## src/rtl/pipe_spawn_scheduler_if.sv

```systemverilog
// pipe_spawn_scheduler_if: key/die/slot-done inputs and spawn/status outputs of the spawn scheduler
// master: top-level game logic and pipe instances; slave: pipe_spawn_scheduler
interface pipe_spawn_scheduler_if #(
  parameter int NUM_SLOTS = 10
);
  logic                 game_start;
  logic                 die;
  logic [NUM_SLOTS-1:0] slot_done;
  logic [NUM_SLOTS-1:0] spawn;
  logic [8:0]           gap_y;
  logic [NUM_SLOTS-1:0] busy;
  logic [1:0]           state;
  logic                 clear_pipes;
  logic [7:0]           overflow_cnt;
  modport master (
    output game_start, die, slot_done,
    input  spawn, gap_y, busy, state, clear_pipes, overflow_cnt
  );
  modport slave (
    input  game_start, die, slot_done,
    output spawn, gap_y, busy, state, clear_pipes, overflow_cnt
  );
endinterface

```

## src/rtl/pipe_spawn_scheduler.sv

```systemverilog
// pipe_spawn_scheduler: game FSM, spawn timer and round-robin pipe slot allocator
// Ports: clk; reset_n async active-low; bus (slave) takes game_start, die, slot_done and
// drives spawn (one-hot pulse), gap_y, busy, state, clear_pipes, overflow_cnt.
module pipe_spawn_scheduler #(
  parameter int          NUM_SLOTS    = 10,
  parameter int          SPAWN_PERIOD = 50000000,
  parameter int          GAP_MIN      = 80,
  parameter int          GAP_BITS     = 7,
  parameter logic [15:0] LFSR_SEED    = 16'hACE1
) (
  input logic                   clk,
  input logic                   reset_n,
  pipe_spawn_scheduler_if.slave bus
);
  localparam logic [1:0] IDLE = 2'd0;
  localparam logic [1:0] PLAY = 2'd1;
  localparam logic [1:0] DEAD = 2'd2;
  localparam int PW = $clog2(NUM_SLOTS);
  localparam int IW = PW + 1;
  localparam int TW = $clog2(SPAWN_PERIOD);
  logic [15:0]          lfsr;
  logic [TW-1:0]        timer;
  logic [PW-1:0]        ptr;
  logic [PW-1:0]        sel;
  logic [PW-1:0]        ptr_nxt;
  logic [IW-1:0]        idx;
  logic [NUM_SLOTS-1:0] elig;
  logic [NUM_SLOTS-1:0] grant;
  logic                 found;
  logic                 tick;
  assign tick = (bus.state == PLAY) && (timer == TW'(SPAWN_PERIOD - 1));
  // a slot finishing in the tick cycle is already reusable by that tick
  assign elig = ~bus.busy | bus.slot_done;
  always_comb begin
    found = 1'b0;
    sel = '0;
    idx = '0;
    for (int i = 0; i < NUM_SLOTS; i++) begin
      idx = {1'b0, ptr} + IW'(i);
      idx = (idx >= IW'(NUM_SLOTS)) ? idx - IW'(NUM_SLOTS) : idx;
      if (!found && elig[idx[PW-1:0]]) begin
        found = 1'b1;
        sel = idx[PW-1:0];
      end
    end
  end
  assign ptr_nxt = (sel == PW'(NUM_SLOTS - 1)) ? '0 : sel + PW'(1);
  assign grant = NUM_SLOTS'(1) << sel;
  always_ff @(posedge clk or negedge reset_n) begin
    if (!reset_n) begin
      lfsr <= LFSR_SEED;
      timer <= '0;
      ptr <= '0;
      bus.state <= IDLE;
      bus.spawn <= '0;
      bus.gap_y <= 9'(GAP_MIN);
      bus.busy <= '0;
      bus.clear_pipes <= 1'b0;
      bus.overflow_cnt <= '0;
    end else begin
      lfsr <= {1'b0, lfsr[15:1]} ^ (lfsr[0] ? 16'hB400 : 16'h0000);
      bus.spawn <= '0;
      bus.clear_pipes <= 1'b0;
      case (bus.state)
        IDLE, DEAD: begin
          if (bus.game_start) begin
            bus.state <= PLAY;
            timer <= '0;
            ptr <= '0;
            bus.overflow_cnt <= '0;
          end
        end
        PLAY: begin
          if (bus.die) begin
            bus.state <= DEAD;
            bus.clear_pipes <= 1'b1;
            bus.busy <= '0;
            timer <= '0;
          end else begin
            timer <= tick ? '0 : timer + TW'(1);
            bus.busy <= (bus.busy & ~bus.slot_done) | ((tick && found) ? grant : '0);
            if (tick && found) begin
              bus.spawn <= grant;
              bus.gap_y <= 9'(GAP_MIN) + 9'(lfsr[GAP_BITS-1:0]);
              ptr <= ptr_nxt;
            end
            if (tick && !found && bus.overflow_cnt != 8'hFF)
              bus.overflow_cnt <= bus.overflow_cnt + 8'd1;
          end
        end
        default: begin
          bus.state <= IDLE;
          bus.busy <= '0;
          timer <= '0;
        end
      endcase
    end
  end
endmodule

```

## src/flat_wrapper.sv

```systemverilog
// flat-port wrapper written by rule: the top's interface ports become plain ports
module pipe_spawn_scheduler_flat 
#(
  parameter int          NUM_SLOTS    = 10,
  parameter int          SPAWN_PERIOD = 50000000,
  parameter int          GAP_MIN      = 80,
  parameter int          GAP_BITS     = 7,
  parameter logic [15:0] LFSR_SEED    = 16'hACE1
)
  (clk, reset_n, bus_game_start, bus_die, bus_slot_done, bus_spawn, bus_gap_y, bus_busy, bus_state, bus_clear_pipes, bus_overflow_cnt);
  pipe_spawn_scheduler_if #(.NUM_SLOTS(NUM_SLOTS)) bus_i ();
  input logic clk;
  input logic reset_n;
  input wire logic [$bits(bus_i.game_start)-1:0] bus_game_start;
  input wire logic [$bits(bus_i.die)-1:0] bus_die;
  input wire logic [$bits(bus_i.slot_done)-1:0] bus_slot_done;
  output wire logic [$bits(bus_i.spawn)-1:0] bus_spawn;
  output wire logic [$bits(bus_i.gap_y)-1:0] bus_gap_y;
  output wire logic [$bits(bus_i.busy)-1:0] bus_busy;
  output wire logic [$bits(bus_i.state)-1:0] bus_state;
  output wire logic [$bits(bus_i.clear_pipes)-1:0] bus_clear_pipes;
  output wire logic [$bits(bus_i.overflow_cnt)-1:0] bus_overflow_cnt;
  assign bus_i.game_start = bus_game_start;
  assign bus_i.die = bus_die;
  assign bus_i.slot_done = bus_slot_done;
  assign bus_spawn = bus_i.spawn;
  assign bus_gap_y = bus_i.gap_y;
  assign bus_busy = bus_i.busy;
  assign bus_state = bus_i.state;
  assign bus_clear_pipes = bus_i.clear_pipes;
  assign bus_overflow_cnt = bus_i.overflow_cnt;
  pipe_spawn_scheduler #(.NUM_SLOTS(NUM_SLOTS), .SPAWN_PERIOD(SPAWN_PERIOD), .GAP_MIN(GAP_MIN), .GAP_BITS(GAP_BITS), .LFSR_SEED(LFSR_SEED)) u_core (.clk(clk), .reset_n(reset_n), .bus(bus_i));
endmodule
```

## config.mk

```make
export PLATFORM = sky130hd
export DESIGN_NAME = pipe_spawn_scheduler_flat
export DESIGN_NICKNAME = d
export VERILOG_FILES = /design/src/rtl/pipe_spawn_scheduler_if.sv /design/src/rtl/pipe_spawn_scheduler.sv /design/src/flat_wrapper.sv
export SDC_FILE = /design/constraint.sdc
export NUM_CORES = 1
export LEC_CHECK = 0
export BUFFER_PORTS_ARGS = -buffer_cell sky130_fd_sc_hd__buf_2
export CAP_MARGIN = 5
export CORE_UTILIZATION = 50
export DETAILED_ROUTE_END_ITERATION = 10
export GPL_TIMING_DRIVEN = 0
export PLACE_DENSITY_LB_ADDON = 0.3
export SLEW_MARGIN = 20
export SYNTH_ARGS = -nofsm -noshare
export SYNTH_HDL_FRONTEND = slang
export SYNTH_SLANG_ARGS = --single-unit
```

## constraint.sdc

```tcl
create_clock -name clk -period 9.5 [get_ports clk]
set_input_delay 0.475 -clock clk [delete_from_list [all_inputs] [get_ports clk]]
set_output_delay 0.475 -clock clk [all_outputs]
set_load 0.05 [all_outputs]
```

==> impl_summary.txt, run 1 <==
----------------------------------------------------
[STA]
  Crit path setup slack, layout ... 2.86 ns
  Number of endpoints failing setup at the final stage ... 0
  Tcrit/Tclk final ... 69.9%
  Post-route setup TNS ... 0 ns
  Count of final hold-check violations ... 0
  Slew HR ... 30.8%
  Number of max-slew violations in the final report ... 0
  Setup repair after global routing missed its margin ... no
  Peak Freq ... 151 MHz
  Pin slew with the least headroom to its limit ... 1.04 ns
  Clock skew after layout ... 0.0150 ns
  Minimum clock period after layout ... 6.64 ns
  Hold slack ... 0.0526 ns

[Die]
  Die Ht ... 119 um
  Floorplan core area ... 13300 sq um
  Initial core utilization ... 51.7%
  Number of rows created at floorplan ... 42
  Horiz. Die Dim ... 119 um
  Number of top-level pins ... 54
  Die outline area ... 14300 sq um

[GRT]
  Gr usage total ... 28.1%
  Global routing met2 resource utilization ... 43.4%
  Congestion Overflow GR ... 0
  Global-route wire length before repair ... 31.6 mm
  Global routing met3 resource utilization ... 4.65%
  Via count of the first global-routing pass ... 5957
  Maximum number of pins on one net before global-route repair ... 59
  Initial antenna violation count ... 0
  Met1 capacity usage during global routing ... 39.5%
  Most used routing layer ... met2

[Outcome]
  Status ... finished clean

[Placement]
  Post-DP HPWL ... 14.8 mm
  GPL Wtd Cong ... 0.996
  I/O Buffers ... 52
  Worst-case setup slack after placement ... 3.06 ns

[Pwr]
  Overall power of the completed layout ... 817 uW
  Highest ir drop seen on vdd ... 0.140 mV
  P_int ... 582 uW
  Net Sw Power ... 235 uW
  Leak Pwr ... 0.00324 uW
  Switch share ... 28.8%
  Pwr Density ... 106 nW/um^2
  Combinational cell fraction of total power ... 12.4%
  Sequential share of power ... 46.5%
  Clock Power Share ... 41.1%

[Synth]
  Post-synth ARST share ... 100%
  Top post-synthesis cells by count ... nor2_1, dfrtp_1, o21ai_0
  Number of library cell types mapped by synthesis ... 102
  Sequential area share after synthesis ... 31.0%
  Total number of yosys warnings ... 0
  Share of Yosys cell area claimed by the top area cell type ... 27.2%
  Largest area contributor in the synthesized netlist ... dfrtp_1
  Dominant register cell in the synthesized netlist ... dfrtp_1
  Post-Syn Nets ... 827
  Cell types occupying the most area after synthesis ... dfrtp_1, o21ai_0, ha_1
  Cell area after technology mapping ... 6900 sq um
  Mapped Avg Cell Area ... 8.79 sq um
  Most common cell in the netlist ... nor2_1
  Post-synthesis instance total ... 785
  Synthesis-stage register bit count ... 85
  Number of enable flip-flop cells after synthesis ... 0

[Setup path]
  Critical path capture point type ... flop
  Largest stage delay, worst path ... 0.87 ns
  Most frequent CP cell ... ha_1
  Arrival @ worst endpoint ... 6.87 ns
  Worst-path cell with the longest stage delay ... a222oi_1
  Worst path required time ... 9.73 ns
  Crit path buffers/inverters ... 6
  Cell Chain, Critical Path ... buf_2, clkinv_1, ha_1, inv_1, clkbuf_1, ha_1, nor2b_1, mux2i_1, a222oi_1, mux2_2, a32oi_2, nor4b_4, and2_1, o21ai_0, a31o_2, buf_6, inv_2, ha_1, a31o_2
  Crit path max-delay family ... compound AO/OA/AOI/OAI gates
  Maximum fanout along the worst path ... 14
  Critical path class ... reg -> reg
  Kind of start point of the critical path ... flop

[Clocking]
  Skew-Pair Late Insertion Delay ... 0.34 ns
  Cell at the root of the clock tree ... clkbuf_16
  Number of buffers created by CTS ... 9
  Clock Sinks ... 85
  Post-cts repair resize count ... 0
  TritonCTS clock tree ... built
  Postcts setup bufs ... 0
  Clock transition at the registers of the reported paths ... 0.07 ns
  Htree depth ... 3
  Longest Clk Path Bufs ... 2
  Number of hold-repair buffers added at the cts stage ... 0

[Drt]
  Vias ... 6436
  Routed length per instance ... 19.0 um
  Vias per std cell ... 6.25
  Post-route antenna net violation count ... 0
  Iter 0 DRT Violations ... 482
  Total wire length after detailed routing ... 19.5 mm
  DRC violations left ... 0
  1st-pass router iterations ... 5

[Layout]
  Area Growth Syn to Fin ... 11.5%
  Final Core Density ... 57.6%
  Number of antenna cells inserted ... 0
  Layout net count ... 891
  Filler Cells Inserted ... 1256
  Layout cell share with drive strength beyond 1 ... 19.2%

[Flow run]
  Total of max-cap violations ... 0

[Hold path]
  HP Class ... in -> async

----------------------------------------------------
[kinds of logic after synthesis]
family	count (synthesis)	synth area share, %
AOI/OAI and AO/OA	223	23.0
adders and majority gates	28	5.18
other	1	0.0543
and+or+nand+nor	322	26.5
muxes	25	4.80
DFF	85	31.0
xor gates and xnor gates	41	5.58
buffers and inverters	60	3.95
[final timing paths]
check / endpoint / start / slack [ns] / cells after the start
max in group asynchronous: u_core.lfsr[13]$_DFF_PN1_ / reset_n / 8.79 / 2
min in group clk: u_core.lfsr[8]$_DFF_PN0_ / u_core.lfsr[9]$_DFF_PN0_ / 0.35 / 0
min reg2reg: u_core.lfsr[8]$_DFF_PN0_ / u_core.lfsr[9]$_DFF_PN0_ / 0.35 / 0
min: u_core.timer[7]$_DFFE_PN0P_ / reset_n / 0.05 / 1
max: u_core.ptr[2]$_DFFE_PN0P_ / u_core.ptr[1]$_DFFE_PN0P_ / 2.86 / 19
max reg2reg: u_core.ptr[2]$_DFFE_PN0P_ / u_core.ptr[1]$_DFFE_PN0P_ / 2.86 / 19
[placed cells by master, fill, tap and decap left out, types with 13 or more instances in the layout]
cell type	n
nor3_1	18
inv_1	23
mux2_2	15
nand3_1	29
nor2b_1	13
xnor2_1	25
buf_2	62
nand3b_1	15
a211oi_1	13
xor2_1	14
a21oi_1	28
nand2_1	59
nor2_1	76
o21ai_0	67
dfrtp_1	75
ha_1	27
nand2b_1	13
clkbuf_1	14
[flip-flops by register name, summed over array words and instances (netlist names)]
| name | cells |
|---|---|
| u_core.bus.gap_y | 8 |
| u_core.bus.state | 2 |
| u_core.ptr | 4 |
| u_core.lfsr | 16 |
| u_core.bus.spawn | 10 |
| u_core.bus.clear_pipes | 1 |
| u_core.timer | 26 |
| u_core.bus.overflow_cnt | 8 |
| u_core.bus.busy | 10 |
[power groups by stage]
stage               logic [uW]  clock network (uW)  registers, uW
finish                     102                 335            380
global route               112                 351            381
CTS                        103                 339            380
detailed placement         102                   0            387
global placement           100                   0            387
floorplan                 46.5                   0            407
[through the flow]
stage,cells,cell area (sq um)
after global placement,1013,7380
final,1030,7690
after global routing,1030,7690
after floorplan,785,6900
after detailed placement,1014,7410
after CTS,1030,7690
[final cells by class]
class / instances / area [sq um] / share of cell area [%]
clock inverters: 6 / 43.8 / 0.569
inverters: 28 / 105 / 1.37
multi-input cells: 640 / 4490 / 58.3
flip-flops and latches: 85 / 2140 / 27.8
repair buffers: 53 / 290 / 3.77
clock buffers: 10 / 239 / 3.11
well taps: 176 / 220 / 2.86
plain buffers: 32 / 168 / 2.18
[worst register-to-register path, stage by stage, from the launching register on]
cell	delay [ns]
dfrtp_1	0.62
buf_2	0.29
clkinv_1	0.46
ha_1	0.68
inv_1	0.11
clkbuf_1	0.29
ha_1	0.37
nor2b_1	0.14
mux2i_1	0.11
a222oi_1	0.87
mux2_2	0.46
a32oi_2	0.36
nor4b_4	0.41
and2_1	0.26
o21ai_0	0.11
a31o_2	0.27
buf_6	0.14
inv_2	0.12
ha_1	0.25
a31o_2	0.20
[per-layer routing]
layer	part of all wire (%)	wire, um
met1	44	8650
met2	45	8810
met3	7.7	1510
met4	2.9	571
met5	0	0
No activity file was read; power rests on OpenSTA's default activity.
==> run 2, diff against run 1 <==
==> constraint.sdc (replaced) <==
create_clock -name clk -period 5.8 [get_ports clk]
set_input_delay 0.29 -clock clk [delete_from_list [all_inputs] [get_ports clk]]
set_output_delay 0.29 -clock clk [all_outputs]
set_load 0.05 [all_outputs]
==> impl_summary.txt, run 2 (synthesis results as in run 1) <==
----------------------------------------------------
[Setup path]
  Critical path capture point type ... flop
  Maximum fanout along the worst path ... 14 (unchanged)
  FF-to-FF path depth ... 19 (unchanged)
  Worst path required time ... 6.03 ns (-3.70 ns)
  Kind of start point of the critical path ... flop
  Largest stage delay, worst path ... 0.52 ns (-0.35 ns)
  Worst-path cell with the longest stage delay ... ha_2
  Arrival @ worst endpoint ... 5.78 ns (-1.09 ns)
  Number of cells on the critical path ... 19 (unchanged)
  Crit path max-delay family ... compound AO/OA/AOI/OAI gates
  Critical path class ... reg -> reg
  Crit path buffers/inverters ... 6 (unchanged)
  Cell Chain, Critical Path ... buf_2, clkinv_2, ha_2, inv_1, ha_1, nor2b_1, mux2i_1, a222oi_1, buf_4, mux2_2, a32oi_2, nor4b_4, and2_1, o21ai_0, a31o_2, buf_6, inv_2, ha_1, a31o_2

[GRT]
  Via count of the first global-routing pass ... 5964 (+0.12%)
  Initial antenna violation count ... 0 (unchanged)
  Global routing met2 resource utilization ... 43.4% (-0.072 points)
  Gr usage total ... 28.1% (about the same)
  Global routing met3 resource utilization ... 4.84% (+0.19 points)
  Met1 capacity usage during global routing ... 39.4% (-0.092 points)
  Maximum number of pins on one net before global-route repair ... 59 (unchanged)
  Global-route wire length before repair ... 31.6 mm (unchanged)
  Congestion Overflow GR ... 0 (unchanged)
  Most used routing layer ... met2

[Clocking]
  Clock Sinks ... 85 (unchanged)
  Longest Clk Path Bufs ... 2 (unchanged)
  Number of buffers created by CTS ... 9 (unchanged)
  Htree depth ... 3 (unchanged)
  Skew-Pair Late Insertion Delay ... 0.35 ns (about the same)
  TritonCTS clock tree ... built
  Cell at the root of the clock tree ... clkbuf_16
  Clock transition at the registers of the reported paths ... 0.07 ns (about the same)

[Die]
  Number of rows created at floorplan ... 42 (unchanged)
  Floorplan core area ... 13300 sq um (unchanged)
  Die Ht ... 119 um (unchanged)
  Die outline area ... 14300 sq um (unchanged)
  Horiz. Die Dim ... 119 um (unchanged)
  Number of top-level pins ... 54 (unchanged)
  Initial core utilization ... 51.7% (unchanged)

[Pwr]
  Leak Pwr ... 0.00326 uW (+0.62%)
  Highest ir drop seen on vdd ... 0.230 mV (+64%)
  Combinational cell fraction of total power ... 12.5% (about the same)
  Clock Power Share ... 41.0% (about the same)
  Overall power of the completed layout ... 1340 uW (+64%)
  Switch share ... 28.8% (-0.052 points)
  P_int ... 953 uW (+64%)
  Pwr Density ... 173 nW/um^2 (+63%)
  Net Sw Power ... 385 uW (+63%)
  Sequential share of power ... 46.5% (about the same)

[Layout]
  Leading cell type in the layout, fill and taps excluded ... nor2_1
  Filler Cells Inserted ... 1254 (-0.16%)
  Flip-flop count of the largest register, all copies and words added ... 26 (unchanged)
  Layout net count ... 894 (+0.34%)
  Finished Cell Area ... 7740 sq um (+0.55%)
  Final Core Density ... 58.0% (+0.32 points)
  Largest registers ranked by flip-flop count ... u_core.timer x26, u_core.lfsr x16
  Number of antenna cells inserted ... 0 (unchanged)
  Register with the most flip-flops ... u_core.timer
  Most used cells in the layout excluding fill and tap cells ... nor2_1, dfrtp_1, o21ai_0
  Layout cell share with drive strength beyond 1 ... 19.8% (+0.63 points)
  Area Growth Syn to Fin ... 12.1%

[Hold path]
  Depth of the worst hold-timing path ... 2
  HP Class ... in -> reg

[Drt]
  Post-route antenna net violation count ... 0 (unchanged)
  DRC violations left ... 0 (unchanged)
  Iter 0 DRT Violations ... 489 (+1.5%)
  Routed length per instance ... 18.9 um (-0.40%)
  Vias ... 6453 (+0.26%)
  1st-pass router iterations ... 5 (unchanged)
  Total wire length after detailed routing ... 19.5 mm (-0.11%)
  Vias per std cell ... 6.25 (about the same)

[STA]
  Tcrit/Tclk final ... 95.6% (+26 points)
  Minimum clock period after layout ... 5.55 ns (-1.09 ns)
  Peak Freq ... 180 MHz (+20%)
  Clock skew after layout ... 0.0149 ns (-0.000169 ns)
  Pin slew with the least headroom to its limit ... 0.927 ns (-0.111 ns)
  Number of endpoints failing setup at the final stage ... 0 (unchanged)
  Count of final hold-check violations ... 0 (unchanged)
  Slew HR ... 37.5% (+6.7 points)
  Number of max-slew violations in the final report ... 0 (unchanged)

[Placement]
  GPL Wtd Cong ... 0.996 (unchanged)
  Placed standard-cell area ... 7410 sq um (unchanged)
  Post-DP HPWL ... 14.8 mm (unchanged)
  I/O Buffers ... 52 (unchanged)

[Outcome]
  Status ... finished clean

[Flow run]
  Total of max-cap violations ... 0 (unchanged)

----------------------------------------------------
## run 2: cell types whose count changed in the layout (fill, tap and decap cells not counted)
cell           delta
ha_2              +1
clkinv_2          +1
dfrtp_1           -1
dlygate4sd3_1     +1
dfrtp_2           +1
clkbuf_1          -1
o31ai_4           +1
buf_4             +3
clkinv_1          -1
ha_1              -1
o31ai_2           -1
## run 2: worst reg2reg max path, stage by stage (launching register included)
cell and delay (ns):
dfrtp_2 0.51, buf_2 0.27, clkinv_2 0.26, ha_2 0.52, inv_1 0.25, ha_1 0.36, nor2b_1 0.14, mux2i_1 0.11
a222oi_1 0.32, buf_4 0.19, mux2_2 0.37, a32oi_2 0.36, nor4b_4 0.42, and2_1 0.26, o21ai_0 0.11, a31o_2 0.27
buf_6 0.14, inv_2 0.12, ha_1 0.25, a31o_2 0.20
## run 2: power by group through the flow
stage	Combinational (uW)	Sequential, uW	Clock [uW]
after floorplan	76.1	667	0
after global placement	164	633	0
after detailed placement	168	633	0
after CTS	169	623	555
after global routing	184	624	575
final	167	622	548
## run 2: metrics by stage
stage	TNS, ns	setup WS [ns]	hold slack (ns)	std cells
global placement	-10.29	-0.649	0.339	1013
global route	-0.0366	-0.0366	0.248	1033
CTS	0	0.128	0.220	1033
detailed placement	-11.55	-0.641	0.245	1014
finish	0	0.253	0.223	1033
floorplan	0	0.707	-0.00559	785
## run 2: area by class of cell
type / count / area [sq um] / share of cell area (%)
Clock buffer: 10 / 239 / 3.09
Sequential cell: 85 / 2140 / 27.7
Clock inverter: 6 / 43.8 / 0.566
Timing Repair Buffer: 57 / 323 / 4.17
Multi-Input combinational cell: 640 / 4500 / 58.2
Inverter: 28 / 106 / 1.37
Buffer: 31 / 164 / 2.12
Tap cell: 176 / 220 / 2.85
## run 2: path summary, 6_finish.rpt
check | start | endpoint | slack [ns]
worst max-delay path | u_core.ptr[1]$_DFFE_PN0P_ | u_core.ptr[2]$_DFFE_PN0P_ | 0.25
worst min-delay path | bus_die | u_core.bus.clear_pipes$_DFF_PN0_ | 0.22
worst max register to register | u_core.ptr[1]$_DFFE_PN0P_ | u_core.ptr[2]$_DFFE_PN0P_ | 0.25
worst min register to register | u_core.lfsr[9]$_DFF_PN0_ | u_core.lfsr[8]$_DFF_PN0_ | 0.35
max in group asynchronous | reset_n | u_core.lfsr[13]$_DFF_PN1_ | 4.73
min in group asynchronous | reset_n | u_core.timer[7]$_DFFE_PN0P_ | 0.41
## run 2: routing by layer
layer / up-vias / share of wire, %
met5: - / 0
met4: 0 / 3.0
met3: 39 / 7.4
met2: 271 / 45
met1: 3085 / 45
li1: 3058 / -
## run 2: what timing repair did
item / 4_1_cts / 5_1_grt
buffers inserted: 2 / 1
endpoints found under the hold margin: 27 / 0
setup endpoints to repair: 40 / 24
resized for setup: 3 / 1
hold buffers: 1 / 0
pin swaps: 1 / 1
==> run 3, diff against run 2 <==
--- a/config.mk
+++ b/config.mk
@@ -7,7 +7,10 @@
 export LEC_CHECK = 0
 export BUFFER_PORTS_ARGS = -buffer_cell sky130_fd_sc_hd__buf_2
 export CAP_MARGIN = 5
-export CORE_UTILIZATION = 50
+export CELL_PAD_IN_SITES_DETAIL_PLACEMENT = 0
+export CELL_PAD_IN_SITES_GLOBAL_PLACEMENT = 2
+export CORE_UTILIZATION = 34
+export CTS_BUF_LIST = sky130_fd_sc_hd__clkbuf_8 sky130_fd_sc_hd__clkbuf_16
 export DETAILED_ROUTE_END_ITERATION = 10
 export GPL_TIMING_DRIVEN = 0
 export PLACE_DENSITY_LB_ADDON = 0.3
==> impl_summary.txt, run 3 (synthesis results as in run 1) <==
----------------------------------------------------
[Setup path]
  Cell Chain, Critical Path ... buf_2, clkinv_2, ha_2, inv_1, ha_1, nor2b_1, mux2i_1, a222oi_1, buf_4, mux2_2, a32oi_4, nor4b_4, and2_1, o21ai_0, a31o_2, buf_6, inv_2, ha_1, a31o_2
  Worst-path cell with the longest stage delay ... dfrtp_2
  Crit path max-delay family ... compound AO/OA/AOI/OAI gates
  Crit path buffers/inverters ... 6 (unchanged)
  Critical path capture point type ... flop
  Worst path required time ... 6.04 ns (about the same)
  Largest stage delay, worst path ... 0.55 ns (+0.03 ns)
  Arrival @ worst endpoint ... 5.82 ns (+0.04 ns)
  Critical path class ... reg -> reg
  Kind of start point of the critical path ... flop
  Maximum fanout along the worst path ... 14 (unchanged)

[STA]
  Count of final hold-check violations ... 0 (unchanged)
  Number of endpoints failing setup at the final stage ... 0 (unchanged)
  Post-route setup TNS ... 0 ns (unchanged)
  Clock skew after layout ... 0.0100 ns (-0.00482 ns)
  Minimum clock period after layout ... 5.58 ns (+0.0333 ns)
  Slew HR ... 26.7% (-11 points)
  Pin slew with the least headroom to its limit ... 1.09 ns (+0.161 ns)
  Tcrit/Tclk final ... 96.2% (+0.57 points)
  Number of max-slew violations in the final report ... 0 (unchanged)
  Crit path setup slack, layout ... 0.220 ns (-0.0333 ns)
  Peak Freq ... 179 MHz (-0.60%)

[Layout]
  Leading cell type in the layout, fill and taps excluded ... nor2_1
  Largest registers ranked by flip-flop count ... u_core.timer x26, u_core.lfsr x16
  Area Growth Syn to Fin ... 14.6%
  Flip-flop count of the largest register, all copies and words added ... 26 (unchanged)
  Layout cell share with drive strength beyond 1 ... 20.0% (+0.12 points)
  Register with the most flip-flops ... u_core.timer
  Finished Cell Area ... 7910 sq um (+2.3%)
  Most used cells in the layout excluding fill and tap cells ... nor2_1, dfrtp_1, o21ai_0
  Layout net count ... 894 (unchanged)
  Number of antenna cells inserted ... 0 (unchanged)
  Final cell count without fillers ... 1122 (+8.6%)

[Pwr]
  Pwr Density ... 175 nW/um^2 (+1.1%)
  Highest ir drop seen on vdd ... 0.195 mV (-15%)
  Leak Pwr ... 0.00328 uW (+0.50%)
  Overall power of the completed layout ... 1380 uW (+3.4%)

[Clocking]
  Skew-Pair Late Insertion Delay ... 0.35 ns (about the same)
  TritonCTS clock tree ... built
  Clock Sinks ... 85 (unchanged)
  Clock transition at the registers of the reported paths ... 0.07 ns (about the same)
  Number of buffers created by CTS ... 9 (unchanged)
  Longest Clk Path Bufs ... 2 (unchanged)
  Cell at the root of the clock tree ... clkbuf_16
  Htree depth ... 3 (unchanged)

[Hold path]
  HP Class ... in -> reg

[Drt]
  Vias ... 6460 (+0.11%)
  Routed length per instance ... 20.2 um (+6.9%)
  DRC violations left ... 0 (unchanged)
  Iter 0 DRT Violations ... 551 (+13%)
  Vias per std cell ... 5.76 (-7.8%)
  1st-pass router iterations ... 5 (unchanged)
  Total wire length after detailed routing ... 22.7 mm (+16%)
  Post-route antenna net violation count ... 0 (unchanged)

[GRT]
  Gr usage total ... 22.7% (-5.4 points)
  Initial antenna violation count ... 0 (unchanged)
  Global-route wire length before repair ... 35.5 mm (+12%)
  Maximum number of pins on one net before global-route repair ... 48 (-19%)
  Congestion Overflow GR ... 0 (unchanged)
  Via count of the first global-routing pass ... 6231 (+4.5%)

[Placement]
  I/O Buffers ... 52 (unchanged)
  Post-DP HPWL ... 17.7 mm (+20%)
  Placed standard-cell area ... 7520 sq um (+1.5%)
  Placed cell count ... 1103 (+8.8%)
  GPL Wtd Cong ... 0.921 (-7.5%)
  Worst-case setup slack after placement ... -0.891 ns (-0.250 ns)

[Die]
  Floorplan core area ... 19700 sq um (+47%)
  Number of top-level pins ... 54 (unchanged)
  Horiz. Die Dim ... 144 um (+21%)
  Die outline area ... 20900 sq um (+46%)
  Initial core utilization ... 35.1% (-17 points)
  Number of rows created at floorplan ... 51 (+21%)
  Die Ht ... 144 um (+21%)

[Flow run]
  Total of max-cap violations ... 0 (unchanged)

[Outcome]
  Status ... finished clean

----------------------------------------------------
==> run 3: changes by cell type in the layout (fill, tap and decap cells not counted), sizes merged <==
cell | before | now
clkbuf | 23 | 22
clkinv | 4 | 6
clkinvlp | 1 | 0
==> run 3: worst register-to-register path, stage by stage (launching register included) <==
cell and delay, ns:
dfrtp_2 0.55, buf_2 0.27, clkinv_2 0.29, ha_2 0.53, inv_1 0.25, ha_1 0.36, nor2b_1 0.14, mux2i_1 0.10
a222oi_1 0.34, buf_4 0.18, mux2_2 0.40, a32oi_4 0.31, nor4b_4 0.38, and2_1 0.27, o21ai_0 0.12, a31o_2 0.27
buf_6 0.14, inv_2 0.11, ha_1 0.25, a31o_2 0.21
==> run 3: stage by stage <==
| stage | util [%] | hold slack (ns) |
|---|---|---|
| detailed placement | 38.3 | 0.309 |
| floorplan | - | -0.00559 |
| CTS | 40.0 | 0.229 |
| global placement | 38.1 | 0.337 |
| finish | 40.3 | 0.234 |
| global route | 40.3 | 0.243 |
==> run 3: metal layers <==
metal	share of wire [%]	GRT usage (%)	wire length, um
met1	48	32.8	10800
met3	7.0	4.30	1580
met5	0	0	0
met2	43	33.9	9850
met4	1.9	6.81	437
==> run 3: final cells by class <==
class                           instances  area [sq um]
Tap cell                              265           332
Clock inverter                          7          91.3
Timing Repair Buffer                   57           323
Clock buffer                            9           225
Buffer                                 31           164
Sequential cell                        85          2140
Inverter                               28           106
Multi-Input combinational cell        640          4530
Fill cell                            2068         11700
==> run 3: timing repair <==
action	4_1_cts	5_1_grt
pin swaps	1	0
hold buffers	1	0
endpoints found under the setup margin	40	27
gates resized for setup	3	5
endpoints found under the hold margin	34	0
setup buffers	2	1
==> run 3: worst paths after layout <==
check	from	to	slack, ns	cells past startpoint
worst max-delay path	u_core.ptr[1]$_DFFE_PN0P_	u_core.ptr[2]$_DFFE_PN0P_	0.22	19
worst min-delay path	bus_die	u_core.bus.clear_pipes$_DFF_PN0_	0.23	2
max in group asynchronous	reset_n	u_core.bus.gap_y[6]$_DFFE_PN1P_	4.67	3
worst max register to register	u_core.ptr[1]$_DFFE_PN0P_	u_core.ptr[2]$_DFFE_PN0P_	0.22	19
worst min register to register	u_core.lfsr[12]$_DFF_PN0_	u_core.lfsr[11]$_DFF_PN1_	0.36	0
min in group asynchronous	reset_n	u_core.lfsr[12]$_DFF_PN0_	0.46	2
==> run 3: where the power goes <==
part / internal [uW] / switching [uW]
clock network: 309 / 279
logic: 43.1 / 130
registers: 606 / 16.3
total: 958 / 425
